[config.mk]
export PLATFORM = sky130hd
export DESIGN_NAME = uart_tx_arbiter
export DESIGN_NICKNAME = d
export VERILOG_FILES = /design/src/rtl/uart_tx_arbiter.sv
export SDC_FILE = /design/constraint.sdc
export NUM_CORES = 1
export LEC_CHECK = 0
export CORE_MARGIN = 2
export CORE_UTILIZATION = 52
export DETAILED_ROUTE_END_ITERATION = 6
export PLACE_DENSITY = 0.84
export REMOVE_ABC_BUFFERS = 1
export SYNTH_ARGS = -nofsm -noshare
export SYNTH_HDL_FRONTEND = slang
export SYNTH_SLANG_ARGS = --single-unit
export TNS_END_PERCENT = 30
[constraint.sdc]
create_clock -name i_clk -period 3.3 [get_ports i_clk]
set_clock_uncertainty 0.2 [all_clocks]
set_input_delay 0.495 -clock i_clk [delete_from_list [all_inputs] [get_ports i_clk]]
set_output_delay 0.495 -clock i_clk [all_outputs]
set_load 0.1 [all_outputs]
[src/rtl/uart_tx_arbiter.sv]
// Round-robin arbiter that shares one UART byte sender between N requesters.
// It holds tx_en until the sender (baud domain) reports busy, then acks the owner.
// A watchdog aborts a byte the sender never accepts; err is sticky until reset.
//
// state   | meaning
// --------+-------------------------------------------------------------
// S_IDLE  | wait for a request and a synchronized-idle sender, pick winner
// S_GRANT | byte and owner latched, raise tx_en, clear watchdog
// S_START | tx_en held, wait for sender to go busy or watchdog expiry
// S_DRAIN | byte accepted and acked, wait for sender to return idle
module uart_tx_arbiter #(
  parameter int N       = 2,
  parameter int TIMEOUT = 4096
) (
  input  logic           i_clk,
  input  logic           i_reset,
  input  logic [N-1:0]   i_req,
  input  logic [8*N-1:0] i_req_data,
  output logic [N-1:0]   o_ack,
  output logic [7:0]     o_tx_data,
  output logic           o_tx_en,
  input  logic           i_tx_status,
  output logic           o_busy,
  output logic [2:0]     o_owner,
  output logic           o_err
);

  localparam int CW = $clog2(TIMEOUT);
  localparam logic [CW-1:0] CNT_LAST = CW'(TIMEOUT - 1);

  typedef enum logic [1:0] {S_IDLE, S_GRANT, S_START, S_DRAIN} state_t;

  state_t        r_state;
  state_t        w_next;
  logic          r_sts_meta;
  logic          r_sts_s;
  logic [2:0]    r_ptr;
  logic [2:0]    r_owner;
  logic [7:0]    r_tx_data;
  logic          r_tx_en;
  logic [N-1:0]  r_ack;
  logic          r_err;
  logic [CW-1:0] r_cnt;

  logic          w_found;
  logic [2:0]    w_win;
  logic [7:0]    w_win_data;
  logic [2:0]    w_ptr_nxt;
  logic [3:0]    w_scan;
  logic [N-1:0]  w_owner_oh;
  logic          w_load;
  logic          w_en_set;
  logic          w_accept;
  logic          w_timeout;
  logic          w_cnt_inc;

  // Two-flop synchronizer: the sender's idle flag lives in the baud domain.
  // Resets to "busy" so nothing is granted until idle has really been seen.
  always_ff @(posedge i_clk or negedge i_reset) begin
    if (!i_reset) begin
      r_sts_meta <= 1'b0;
      r_sts_s    <= 1'b0;
    end else begin
      r_sts_meta <= i_tx_status;
      r_sts_s    <= r_sts_meta;
    end
  end

  // Round-robin scan starting at the pointer; first asserted request wins.
  always_comb begin
    w_found    = 1'b0;
    w_win      = r_ptr;
    w_scan     = '0;
    w_win_data = '0;
    for (int i = 0; i < N; i++) begin
      w_scan = {1'b0, r_ptr} + 4'(i);
      if (w_scan >= 4'(N)) w_scan = w_scan - 4'(N);
      for (int j = 0; j < N; j++) begin
        if (!w_found && (w_scan == 4'(j)) && i_req[j]) begin
          w_found = 1'b1;
          w_win   = 3'(j);
        end
      end
    end
    for (int j = 0; j < N; j++) begin
      if (w_win == 3'(j)) w_win_data = i_req_data[8*j +: 8];
    end
    w_ptr_nxt = (w_win == 3'(N - 1)) ? 3'd0 : w_win + 3'd1;
    for (int j = 0; j < N; j++) begin
      w_owner_oh[j] = (r_owner == 3'(j));
    end
  end

  // State register.
  always_ff @(posedge i_clk or negedge i_reset) begin
    if (!i_reset) r_state <= S_IDLE;
    else          r_state <= w_next;
  end

  // Next-state and datapath strobes.
  always_comb begin
    w_next    = r_state;
    w_load    = 1'b0;
    w_en_set  = 1'b0;
    w_accept  = 1'b0;
    w_timeout = 1'b0;
    w_cnt_inc = 1'b0;
    case (r_state)
      S_IDLE: begin
        if (w_found && r_sts_s) begin
          w_load = 1'b1;
          w_next = S_GRANT;
        end
      end
      S_GRANT: begin
        w_en_set = 1'b1;
        w_next   = S_START;
      end
      S_START: begin
        if (!r_sts_s) begin
          w_accept = 1'b1;
          w_next   = S_DRAIN;
        end else if (r_cnt == CNT_LAST) begin
          w_timeout = 1'b1;
          w_next    = S_IDLE;
        end else begin
          w_cnt_inc = 1'b1;
        end
      end
      S_DRAIN: begin
        if (r_sts_s) w_next = S_IDLE;
      end
      default: w_next = S_IDLE;
    endcase
  end

  // Registered outputs: owner/byte latch, strobe, ack pulse, watchdog, error.
  always_ff @(posedge i_clk or negedge i_reset) begin
    if (!i_reset) begin
      r_ptr     <= '0;
      r_owner   <= '0;
      r_tx_data <= '0;
      r_tx_en   <= 1'b0;
      r_ack     <= '0;
      r_err     <= 1'b0;
      r_cnt     <= '0;
    end else begin
      r_ack <= '0;
      if (w_load) begin
        r_owner   <= w_win;
        r_tx_data <= w_win_data;
        r_ptr     <= w_ptr_nxt;
      end
      if (w_en_set) begin
        r_tx_en <= 1'b1;
        r_cnt   <= '0;
      end
      if (w_accept) begin
        r_tx_en <= 1'b0;
        r_ack   <= w_owner_oh;
      end
      if (w_timeout) begin
        r_tx_en <= 1'b0;
        r_err   <= 1'b1;
      end
      if (w_cnt_inc) r_cnt <= r_cnt + 1'b1;
    end
  end

  assign o_ack     = r_ack;
  assign o_tx_data = r_tx_data;
  assign o_tx_en   = r_tx_en;
  assign o_busy    = (r_state != S_IDLE);
  assign o_owner   = r_owner;
  assign o_err     = r_err;

endmodule

==> metrics.yaml <==
timing:
  rsz0062_at_grt: "false"
  fmax_mhz: 331
  timing.final.crit_share_pct: 91.5
  period_minus_slack_ps: 3020
  maxSlewHeadroom_pct: 29.3
  finalSetupViolations: 0
  final_max_slew_viol_count: 0
  tightestPinTransition_ps: 1060
  hold_viol: 0
  fin_tns_setup_ps: 0
grt:
  grt_pass1_vias: 1592
  track_usage_pct: 21.9
  grt_antenna_before_repair: 0
  grt_max_degree: 35
  grt_pass1_wl_mm: 7.27
  overflow: 0
synth:
  synth_edf_count: 0
  synth_flop_cell: "dfrtp_1"
  ys_async_sr_fraction_pct: 100
  yosysUniqueCellTypes: 55
  ys_ff_latch: 34
  synth_fa_ha_area_share_pct: 2.57
  synth_compound_area_share_pct: 26.6
  synth-seq-area-share_pct: 43.6
  synth_mux_area_share_pct: 0.513
  synthXorXnorAreaFrac_pct: 0.898
  synth_cells: 196
  synth_top_family_by_area: "compound AO/OA/AOI/OAI gates"
  syn_area_per_cell_um2: 9.95
  netlist_area_um2: 1950
  synth-simple-area-share_pct: 21.0
  synthTopCellsByArea: "dfrtp_1 44%, o311ai_2 7.5%, o21ai_0 6.4%, inv_1 3.3%, nor2_1 2.7%"
  yosysTopAreaCell: "dfrtp_1"
  synth_warnings: 0
  synth.top_cell.area_share_pct: 43.6
die:
  initial_utilization_pct: 53.7
  rows: 22
  dieArea_um2: 4260
  core_area_um2: 3630
  ioPinCount: 37
  die_h_um: 65.2
  fp.dieW_um: 65.2
critical_path:
  regToRegSetupSlack_ps: 280
  cp.arrival_ps: 2960
  path_class: "reg -> reg"
  cp-start-kind: "flip-flop"
  critPathMaxFanout: 13
  timing.critical_path.required_ps: 3240
  crit_path_end_kind: "flip-flop"
  r2r_end: "o_tx_data[5]"
  timing.rr.start: "r_ptr[0]"
  rr_worst_depth: 8
hold_path:
  whs_path_depth: 0
  hp-start: "r_sts_meta"
  holdPathEnd: "r_sts_s"
  min_path_type: "reg -> reg"
layout:
  mostFrequentLayoutCells: "34 x dfrtp_1, 25 x o21ai_0, 20 x clkdlybuf4s50_1"
  final_common_cell: "dfrtp_1"
  post-route-util_pct: 66.3
  finalNetCount: 261
  diodes: 0
  stdcell_count: 285
  drive_above_1_share_pct: 21.9
  synthToLayoutAreaGrowth_pct: 23.4
  num-fill-cells: 300
placed_design:
  gp_congestion: 0.833
  hpwl_mm: 3.12
  placedCellCount: 277
  io_buffers: 36
clock_network:
  cts_made_buffers: 5
  cts_root_buf: "clkbuf_8"
  htreeDepth: 2
  cts_tree: "yes"
  worstSkewPairLatency_ps: 280
  clk_pin_slew_ps: 70
  clock-sinks: 34
  hold_buffers: 0
  clockBufferDepth: 2
routing:
  wl_per_cell_um: 14.9
  drt-initial-drc-count: 112
  vias: 1652
  ant_nets: 0
  drt_wl_total_mm: 4.25
  via_per_inst: 5.80
  drc_errors: 0
  drtPass1Iterations: 4
power:
  leakagePower_nw: 1.04
  power.density_nw_per_um2: 897
  peakVddDrop_uv: 446
flow_run:
  drv_cap: 0
outcome:
  outcome: "completed"
## repair_timing
action	4_1_cts	5_1_grt
resized for setup	0	1
setup endpoints to repair	0	3
buffers inserted	0	0
## final cells by class
cell class	count	area, um^2	area share (%)
multi-input combinational	141	1010	41.9
sequential	34	851	35.3
timing repair buffer	37	328	13.6
clock buffer	6	82.6	3.43
inverter	17	63.8	2.65
tap	48	60.1	2.49
clock inverter	2	12.5	0.520
## worst max-delay path: stages (launching register included)
cell and delay [ps]:
dfrtp_1 610, ha_1 280, xnor2_1 140, ha_1 220, inv_1 70, a221oi_1 510, nor4b_1 170, a211oi_4 540
o311ai_2 130
## logic make-up (layout without fill, tap and decap cells)
logic type,count (synthesis),count (layout)
XOR/XNOR,2,2
flip-flops,34,34
AO/OA/AOI/OAI,66,66
AND/OR/NAND/NOR,68,68
adder cells (fa/ha/maj),4,4
multiplexers,1,1
buffers and inverters,21,62
## cells in the mapped netlist, types with 2 or more instances
cell	instances
a22o_1	2
nor3_1	5
o311ai_2	9
or4_1	2
a21oi_1	9
or2b_1	2
or2b_2	3
or3_1	2
and2_1	3
o21ai_0	25
nand4b_1	2
and3_1	2
a31oi_1	2
nor2_1	14
xnor2_1	2
a21o_1	2
buf_6	2
or2_2	2
nand2_1	11
nand3_1	6
dfrtp_1	34
ha_1	4
o31ai_1	3
inv_1	17
## flip-flops by register name, indices dropped and copies added (netlist names)
register    flops
r_cnt          12
o_err           1
r_state         2
r_ptr           3
o_tx_en         1
o_owner         3
o_tx_data       8
r_sts_s         1
o_ack           2
r_sts_meta      1
## through the flow
step / area [um^2] / setup slack [ps] / hold WS [ps] / power [W]
after global placement: 2310 / 342 / 136 / 0.00182
after CTS: 2400 / 218 / 163 / 0.00216
after detailed placement: 2310 / 277 / 143 / 0.00185
final: 2410 / 280 / 155 / 0.00216
after floorplan: 1920 / 670 / -0.591 / 0.00157
after global routing: 2410 / 110 / 160 / 0.00228
## routing by layer
layer	wire (um)	track usage, %	vias up
met3	140	4.28	4
met2	2090	34.9	38
met5	0	0	-
met4	32	7.55	0
li1	-	-	807
met1	1980	30.0	803
## report_power, final
group          internal [W]  leakage [nW]  switching [W]  total (W)
registers          0.000514         0.444      0.0000937   0.000608
logic              0.000344         0.551       0.000891    0.00124
clock network      0.000168        0.0472       0.000148   0.000315
## how the worst max path moves through the flow
stage                   from            to  slack, ps  cells past startpoint
finish              r_ptr[0]  o_tx_data[5]        280                      8
floorplan           r_ptr[0]      r_ptr[0]        670                      8
CTS                 r_ptr[0]  o_tx_data[6]        220                      8
global route        r_ptr[0]  o_tx_data[6]        110                      8
global placement    r_ptr[0]  o_tx_data[6]        340                      8
detailed placement  r_ptr[0]  o_tx_data[5]        280                      8
(Power assumes the default switching activity.)
